File: src/rtl/heart_rate_calc.sv
// heart_rate_calc
//   Converts the spacing between detected heart beats into a rate in BPM.
//   A beat edge is the rising edge of foundPeak after two register stages.
//   An interval FSM (WAIT_FIRST / MEASURE) counts sample ticks between
//   accepted edges, applies a refractory period and a timeout. A 16-step
//   restoring divider (DIV_IDLE / DIV_RUN / DIV_DONE) then computes
//   60*SAMPLE_RATE / interval, and the result is clamped to 8 bits.
//
// Configuration macro:
//   HR_AVERAGE_EN  when defined, the divisor is the mean of the last four
//                  accepted intervals (floor(sum/4)); otherwise it is the
//                  latest interval.
//
// Ports:
//   clk         system clock (the only clock)
//   reset       synchronous, active-high reset
//   sampleTick  one-clk strobe per filtered sample
//   foundPeak   peak-detector level output
//   bpm         last computed rate, held between updates
//   bpmStrobe   one-clk pulse when bpm updates
//   noPulse     high while no valid beat train exists
//   busy        high while the divider is working
module heart_rate_calc #(
   parameter int SAMPLE_RATE  = 1000,
   parameter int MIN_INTERVAL = 250,
   parameter int MAX_INTERVAL = 4095
) (
   input  logic       clk,
   input  logic       reset,
   input  logic       sampleTick,
   input  logic       foundPeak,
   output logic [7:0] bpm,
   output logic       bpmStrobe,
   output logic       noPulse,
   output logic       busy
);

   localparam logic [15:0] NUM   = 16'(60 * SAMPLE_RATE);
   localparam logic [11:0] MIN_L = 12'(MIN_INTERVAL);
   localparam logic [11:0] MAX_L = 12'(MAX_INTERVAL);

   // Parameter sanity: a zero divisor must be impossible.
   if (MIN_INTERVAL < 1) begin : g_min_chk
      $error("heart_rate_calc: MIN_INTERVAL must be at least 1");
   end
   if (MAX_INTERVAL > 4095 || MAX_INTERVAL < MIN_INTERVAL) begin : g_max_chk
      $error("heart_rate_calc: MAX_INTERVAL must lie in MIN_INTERVAL..4095");
   end
   if (60 * SAMPLE_RATE > 65535) begin : g_num_chk
      $error("heart_rate_calc: 60*SAMPLE_RATE must fit 16 bits");
   end

   typedef enum logic {WAIT_FIRST, MEASURE} int_state_t;
   typedef enum logic [1:0] {DIV_IDLE, DIV_RUN, DIV_DONE} div_state_t;

   // Interval side
   int_state_t  int_state;
   logic        pk_new;
   logic        pk_old;
   logic [11:0] cnt;
   logic        beat_edge;
   logic        timeout;
   logic        accept;
   logic        iv_ready;
   logic [11:0] iv_val;

`ifdef HR_AVERAGE_EN
   // Three stored intervals; the newly accepted interval is the fourth slot.
   logic [11:0] hist0;
   logic [11:0] hist1;
   logic [11:0] hist2;
   logic [13:0] sum;
   logic        fill;
   logic        avg_req;
`endif

   // Divider side
   div_state_t  div_state;
   logic [15:0] dq;
   logic [11:0] drem;
   logic [11:0] dvs;
   logic [3:0]  iter;
   logic        pend_valid;
   logic [11:0] pend_val;
   logic [12:0] rem_sh;
   logic        rem_ge;
   logic [11:0] rem_next;
   logic        start_go;
   logic [11:0] start_val;
   logic [7:0]  bpm_clamped;

   // Edge detect, refractory and timeout qualification.
   always_comb begin
      beat_edge = pk_new & ~pk_old;
      timeout   = (int_state == MEASURE) && (cnt == MAX_L);
      // Compared against the pre-increment count, even with a tick this clk.
      accept    = (int_state == MEASURE) && beat_edge && !timeout && (cnt >= MIN_L);
   end

`ifdef HR_AVERAGE_EN
   // The division request follows the sum update by one clk.
   always_comb begin
      iv_ready = avg_req;
      iv_val   = 12'(sum >> 2);
   end
`else
   // The latched interval goes straight to the divider.
   always_comb begin
      iv_ready = accept;
      iv_val   = cnt;
   end
`endif

   // Interval FSM: peak synchroniser, tick counter and optional history.
   always_ff @(posedge clk) begin
      if (reset) begin
         pk_new    <= 1'b0;
         pk_old    <= 1'b0;
         int_state <= WAIT_FIRST;
         cnt       <= 12'd0;
`ifdef HR_AVERAGE_EN
         hist0     <= 12'd0;
         hist1     <= 12'd0;
         hist2     <= 12'd0;
         sum       <= 14'd0;
         fill      <= 1'b0;
         avg_req   <= 1'b0;
`endif
      end else begin
         pk_new <= foundPeak;
         pk_old <= pk_new;
`ifdef HR_AVERAGE_EN
         avg_req <= 1'b0;
`endif
         case (int_state)
            WAIT_FIRST: begin
               cnt <= 12'd0;
               if (beat_edge) begin
                  int_state <= MEASURE;
`ifdef HR_AVERAGE_EN
                  fill <= 1'b1;
`endif
               end
            end
            MEASURE: begin
               if (timeout) begin
                  int_state <= WAIT_FIRST;
                  cnt       <= 12'd0;
`ifdef HR_AVERAGE_EN
                  hist0 <= 12'd0;
                  hist1 <= 12'd0;
                  hist2 <= 12'd0;
                  sum   <= 14'd0;
                  fill  <= 1'b0;
`endif
               end else if (accept) begin
                  cnt <= 12'd0;
`ifdef HR_AVERAGE_EN
                  avg_req <= 1'b1;
                  fill    <= 1'b0;
                  if (fill) begin
                     // First interval of a train stands in for all four.
                     hist0 <= cnt;
                     hist1 <= cnt;
                     hist2 <= cnt;
                     sum   <= {cnt, 2'b00};
                  end else begin
                     hist0 <= cnt;
                     hist1 <= hist0;
                     hist2 <= hist1;
                     sum   <= 14'(cnt) + 14'(hist0) + 14'(hist1) + 14'(hist2);
                  end
`endif
               end else if (sampleTick && (cnt != MAX_L)) begin
                  cnt <= cnt + 12'd1;
               end
            end
            default: begin
               int_state <= WAIT_FIRST;
               cnt       <= 12'd0;
            end
         endcase
      end
   end

   // Divider datapath step, start selection and output clamp.
   always_comb begin
      rem_sh   = {drem, dq[15]};
      rem_ge   = (rem_sh >= {1'b0, dvs});
      rem_next = rem_ge ? 12'(rem_sh - {1'b0, dvs}) : rem_sh[11:0];
      // A fresh interval supersedes an older pending one.
      start_go  = iv_ready | pend_valid;
      start_val = iv_ready ? iv_val : pend_val;
      bpm_clamped = (dq[15:8] != 8'd0) ? 8'hFF : dq[7:0];
   end

   // Divider FSM with pending slot and all registered outputs.
   always_ff @(posedge clk) begin
      if (reset) begin
         div_state  <= DIV_IDLE;
         dq         <= 16'd0;
         drem       <= 12'd0;
         dvs        <= 12'd1;
         iter       <= 4'd0;
         pend_valid <= 1'b0;
         pend_val   <= 12'd0;
         bpm        <= 8'd0;
         bpmStrobe  <= 1'b0;
         noPulse    <= 1'b1;
         busy       <= 1'b0;
      end else begin
         bpmStrobe <= 1'b0;
         if (timeout) begin
            // Abort any divide and report loss of pulse.
            div_state  <= DIV_IDLE;
            busy       <= 1'b0;
            pend_valid <= 1'b0;
            bpm        <= 8'd0;
            noPulse    <= 1'b1;
            bpmStrobe  <= 1'b1;
         end else begin
            case (div_state)
               DIV_IDLE: begin
                  if (start_go) begin
                     dvs        <= start_val;
                     dq         <= NUM;
                     drem       <= 12'd0;
                     iter       <= 4'd0;
                     pend_valid <= 1'b0;
                     busy       <= 1'b1;
                     div_state  <= DIV_RUN;
                  end
               end
               DIV_RUN: begin
                  if (iv_ready) begin
                     pend_valid <= 1'b1;
                     pend_val   <= iv_val;
                  end
                  dq   <= {dq[14:0], rem_ge};
                  drem <= rem_next;
                  iter <= iter + 4'd1;
                  if (iter == 4'd15) begin
                     div_state <= DIV_DONE;
                  end
               end
               DIV_DONE: begin
                  if (iv_ready) begin
                     pend_valid <= 1'b1;
                     pend_val   <= iv_val;
                  end
                  bpm       <= bpm_clamped;
                  bpmStrobe <= 1'b1;
                  noPulse   <= 1'b0;
                  busy      <= 1'b0;
                  div_state <= DIV_IDLE;
               end
               default: begin
                  div_state <= DIV_IDLE;
                  busy      <= 1'b0;
               end
            endcase
         end
      end
   end

endmodule

File: config.mk
export PLATFORM = sky130hd
export DESIGN_NAME = heart_rate_calc
export DESIGN_NICKNAME = d
export VERILOG_FILES = /design/src/rtl/heart_rate_calc.sv
export SDC_FILE = /design/constraint.sdc
export NUM_CORES = 1
export LEC_CHECK = 0
export ABC_CLOCK_PERIOD_IN_PS = 2600
export BUFFER_PORTS_ARGS = -buffer_cell sky130_fd_sc_hd__buf_2
export CELL_PAD_IN_SITES_DETAIL_PLACEMENT = 1
export CELL_PAD_IN_SITES_GLOBAL_PLACEMENT = 1
export CORE_MARGIN = 5
export CORE_UTILIZATION = 43
export DETAILED_ROUTE_END_ITERATION = 10
export PLACE_DENSITY = 0.74
export SLEW_MARGIN = 10
export SYNTH_ARGS = -nofsm -noshare
export SYNTH_HDL_FRONTEND = slang
export SYNTH_SLANG_ARGS = --single-unit
File: constraint.sdc
create_clock -name clk -period 2.6 [get_ports clk]
set_clock_uncertainty 0.15 [all_clocks]
set_input_delay 0.52 -clock clk [delete_from_list [all_inputs] [get_ports clk]]
set_output_delay 0.52 -clock clk [all_outputs]
set_load 0.03 [all_outputs]
## Yosys cells after proc, flatten, opt, wreduce, memory -nomap -nowiden

Index checks and enable logic that the tools add are counted.

| word-level totals | value |
|---|---|
| word-level logic and storage cells | 79 |
| register bits | 85 |
| bits of input ports | 4 |
| output and inout bits | 11 |

| cells by class | value |
|---|---|
| eq/ne operators | 9 |
| multiplexer cells | 26 |
| add/subtract/negate cells | 3 |
| magnitude comparators | 2 |
| bitwise operators | 6 |
| reduce and logical (&&, ||, !) cells | 18 |

Operators with widths:

| kind | number |
|---|---|
| 2-to-1 mux 12 bit | 6 |
| case mux 12 bit (2 select lines) | 2 |
| case mux 16 bit (2 select lines) | 1 |
| 2-to-1 mux 16 bit | 1 |
| >= comparator 13 x 12 -> 1 bit | 1 |
| adder 12 x 1 -> 12 bit, second input constant | 1 |
| equality test 12 bit, second input constant | 1 |
| >= comparator 12 x 8 -> 1 bit, second input constant | 1 |
| != test 12 bit, second input constant | 1 |
| subtractor 12 bit | 1 |
| AND reduction 3 bit | 3 |
| 2-to-1 mux 8 bit | 1 |
| case mux 4 bit (2 select lines) | 1 |
| nonzero test 8 bit | 1 |
| 2-to-1 mux 1 bit | 7 |
| case mux 1 bit (2 select lines) | 3 |
| AND reduction 2 bit | 3 |
| logical AND 1 bit | 5 |
| adder 4 x 1 -> 4 bit, second input constant | 1 |
| equality test 4 bit, second input constant | 1 |
| 2-to-1 mux 2 bit | 2 |
| 2-to-1 mux 4 bit | 1 |
| != test 2 bit, second input constant | 2 |
| != test 4 x 1 -> 1 bit, second input constant | 1 |
| 11 further kinds | 16 |

## Depth between registers and ports, before layout

| logic depth | value |
|---|---|
| depth in word-level cells | 8 |
| gate-level depth with buffers | 11 |
| gate-level depth less buffers | 9 |

## Least setup slack after synthesis

OpenSTA, ideal clock, no wires.

| path | value |
|---|---|
| path kind | register to register |
| start | register cnt[0] |
| end | register dq[6] |
| required time | 2.318 ns |
| slack | 0.165 ns |
| cell stages (with the launch flop) | 12 |
| arrival | 2.153 ns |
| buffers on the path | 3 |
| clock period less this slack | 2.435 ns |
| cell sequence | dfxtp_1 > clkbuf_1 > inv_1 > ha_1 > o31ai_1 > o21ai_2 > a311o_2 > and2_1 > buf_6 > buf_6 > o21ai_1 > a21oi_1 |

| on the way | value |
|---|---|
| cells in the longest elaborated chain, start to end | 8 |
| elaborated cells on any way between the ends | 10 |
| those cells by class | order compare (1); eq/ne (2); bitwise (2); reduce/logical (5) |

RTL lines:

| element | RTL line | RTL |
|---|---|---|
| start: declaration | 60 | `logic [11:0] cnt;` |
| start signal: assignment | 175 | `cnt <= cnt + 12'd1;` |
| parallel branches: the longest is 7 deep, another holds >= comparator 12 x 8 -> 1 bit | -- |  |
| AND reduction 3 bit (no source line) * | -- |  |
| end signal: assignment | 239 | `dq <= {dq[14:0], rem_ge};` |
| end: declaration | 79 | `logic [15:0] dq;` |

Mark *: on every way between the ends.
A chain may end at the register's enable or synchronous reset.

## Final worst setup path

| path | value |
|---|---|
| start | register dq[15] |
| end | register drem[10] |

| on the way | value |
|---|---|
| cells in the longest elaborated chain, start to end | 3 |
| elaborated cells on any way between the ends | 4 |
| those cells by class | add/sub (1); order compare (1); mux (2) |

RTL lines:

| element | RTL line | RTL |
|---|---|---|
| subtractor 12 bit / >= comparator 13 x 12 -> 1 bit (equally long branches) | 190, 189 |  |
| 2-to-1 mux 12 bit * | 190 | `rem_next = rem_ge ? 12'(rem_sh - {1'b0, dvs}) : rem_sh[11:0];` |
| case mux 12 bit (2 select lines) * | 222 | `case (div_state)` |
| end signal: assignment | 240 | `drem <= rem_next;` |
| end: declaration | 80 | `logic [11:0] drem;` |

Mark *: on every way between the ends. The rest lies on a longest branch, timed or not.

==> metrics.cfg <==
[run]
max_cap_violations = 0

[logic_synthesis]
synth_warnings = 0
ys_seq_area_share_pct = 38.5
ys_types = 73
post-synth-top-area-cell = dfxtp_1
synth_area_leaders = dfxtp_1, a21oi_1, ha_1, mux2i_1, nand2_1
postSynthCellCount = 501
synthMostInstantiatedCell = dfxtp_1
async_flop_share_pct = 0
synth-seq-cells = 85
avgSynthCellArea_sq_um = 8.82
ys.flop_type = dfxtp_1
netlist_area_sq_um = 4420
syn_nets = 524
yosys-top-cells-count = dfxtp_1, a21oi_1, nand2_1
synth.top_cell.area_share_pct = 38.5
synth_edf_count = 0

[clocking]
numClockSinks = 85
cts_tree = done
htree_levels = 3
cts_max_path_buffers = 2
clk_latency_ns = 0.38
cts-root-buf = clkbuf_8
postCtsHoldBufs = 0
clkTransAtPathRegs_ns = 0.10
cts_buffers = 9

[timing]
slew_headroom_pct = 57.7
rsz0062_at_grt = yes
finalSetupViolCount = 0
setup_tns_ns = 0
period_needed_ns = 2.50
tightest_slew_ns = 0.635
fmaxAchievable_mhz = 400
final.period_utilization_pct = 96.3
fin_ws_ns = 0.0974
hold_viol = 0
holdWs_ns = 0.223
maxSlewViolCount = 0

[placed_design]
io_buffers = 14
placed_area_sq_um = 4690
hpwl_mm = 8.29
pre_cts_ws_ns = -0.0438
dpl.cell_count = 645
gp_congestion = 0.884

[power_and_ir_drop]
p_int_mw = 1.70
p_seq_share_pct = 56.5
vdd_drop_max_v = 0.000216
fin_total_pwr_mw = 2.31
power_frac_clock_pct = 41.3
p_leak_nw = 1.76
power.share.switching_pct = 26.5
p_comb_share_pct = 2.2
power.density_nw_per_um2 = 460
netSwitchingPower_uw = 613

[floorplanning]
die_w_microns = 111
fp.coreArea_sq_um = 10200
rows = 37
initial_core_util_pct = 43.4
ios = 15
die_h_microns = 111
die_area_sq_um = 12400

[hold_path]
hold_depth = 2
min_to = pk_new
hold_class = input pin to flip-flop
hold_start = foundPeak

[routing]
drtAntennaViolNets = 0
first_iter_violations = 115
drc = 0
wl_per_cell_microns = 17.7
firstDrtPassIters = 4
num_vias = 3792
viasPerCell = 5.67
wl_mm = 11.8

[critical_path]
ff2ff_setup_slack_ns = 0.1
critPathRequiredTime_ns = 2.71
end_kind = flip-flop
reg2reg_from = dq[15]
crit_fanout = 4
rr_endpoint = drem[10]
critical_path_class = flip-flop to flip-flop
reg2reg_depth = 9
start_kind = flip-flop
arrival_ns = 2.61

[global_routing]
grt_max_degree = 52
grt_busiest_layer = met2
grt_pass1_vias = 3895
antenna_found_initial = 0
grtUsageMet3_pct = 3.42
use_met2_pct = 33.3
grt_pass1_wl_mm = 19.2
grt.overflow.total = 0
grt_usage_pct = 18.8
grt.met1_usage_pct = 23.3

[cells_and_area]
drive_above_1_share_pct = 20.6
design_area_sq_um = 5030
finalNonFillerCells = 669
area_growth_pct = 14.0
final_util_pct = 49.4
fin_nets = 551
antenna_cells = 0

[outcome]
outcome = finished clean

cell usage in the layout (no fill, tap or decap), types with 6 or more instances in the layout:
master,synthesis,layout
a211oi_1,6,6
a211oi_2,8,8
a21oi_1,48,48
buf_2,11,14
buf_4,1,32
clkbuf_8,0,9
dfxtp_1,85,84
ha_1,18,18
inv_1,23,23
mux2i_1,22,21
nand2_1,46,46
nand3_1,28,28
nand4_1,6,6
nor2_1,38,38
o21ai_0,12,11
o21ai_1,8,8
o21ai_2,6,7
o22ai_1,10,9
registers in the layout, summed over array words and instances (netlist names):
| signal | count |
|---|---|
| pend_valid | 1 |
| pend_val | 12 |
| div_state | 2 |
| int_state | 1 |
| dq | 16 |
| bpm | 8 |
| noPulse | 1 |
| cnt | 12 |
| iter | 4 |
| dvs | 12 |
| bpmStrobe | 1 |
| drem | 12 |
| busy | 1 |
| pk_old | 1 |
| pk_new | 1 |
power groups by stage:
| stage | Sequential [mW] | Clock, mW | Combinational (mW) |
|---|---|---|---|
| 2_1_floorplan | 1.34 | 0 | 0.0348 |
| 3_3_place_gp | 1.34 | 0 | 0.0497 |
| 3_5_place_dp | 1.34 | 0 | 0.0506 |
| 4_1_cts | 1.31 | 0.994 | 0.0506 |
| 5_1_grt | 1.31 | 1.06 | 0.0546 |
| 6_report | 1.31 | 0.955 | 0.0507 |
worst max-delay path: stages, from the launching register on:
cell      delay (ns)
dfxtp_1         0.35
inv_1           0.10
ha_1            0.26
fa_1            0.43
nor2b_1         0.19
o31a_1          0.21
o31a_1          0.26
a31oi_1         0.14
nor3_2          0.20
o211ai_1        0.11
metal layers:
metal | up-vias | wire (microns)
met5 | - | 0
met4 | 0 | 200
met3 | 15 | 278
met2 | 41 | 5960
met1 | 1874 | 5390
li1 | 1862 | -
logic make-up after synthesis:
kind of cell | share of synthesized area, %
xor gates and xnor gates | 1.78
DFF | 38.5
muxes | 4.99
buffers and inverters | 6.46
and+or+nand+nor | 20.8
AOI/OAI and AO/OA | 21.9
adders and majority gates | 5.55
how the worst max path moves through the flow:
stage | endpoint | cells past startpoint | slack, ns | start
CTS | drem[9] | 7 | 0.04 | dvs[11]
global route | drem[7] | 10 | -0.04 | dq[15]
global placement | drem[1] | 9 | 0.07 | dvs[10]
floorplan | dq[6] | 11 | 0.16 | cnt[0]
detailed placement | drem[1] | 9 | -0.04 | dvs[10]
finish | drem[10] | 9 | 0.1 | dq[15]
final cells by class:
| cell class | instances | area (sq um) |
|---|---|---|
| clock inverters | 7 | 76.3 |
| repair buffers | 49 | 362 |
| clock buffers | 9 | 124 |
| multi-input cells | 360 | 2510 |
| flip-flops and latches | 85 | 1700 |
| inverters | 23 | 86.3 |
| well taps | 136 | 170 |
| fillers | 1199 | 5150 |
what timing repair did:
item	4_1_cts	5_1_grt
cloned	0	0
gates resized for setup	4	11
endpoints found under the setup margin	8	24
pin swaps	0	9
setup buffers	0	8
Power figures use the tool's default switching activity.
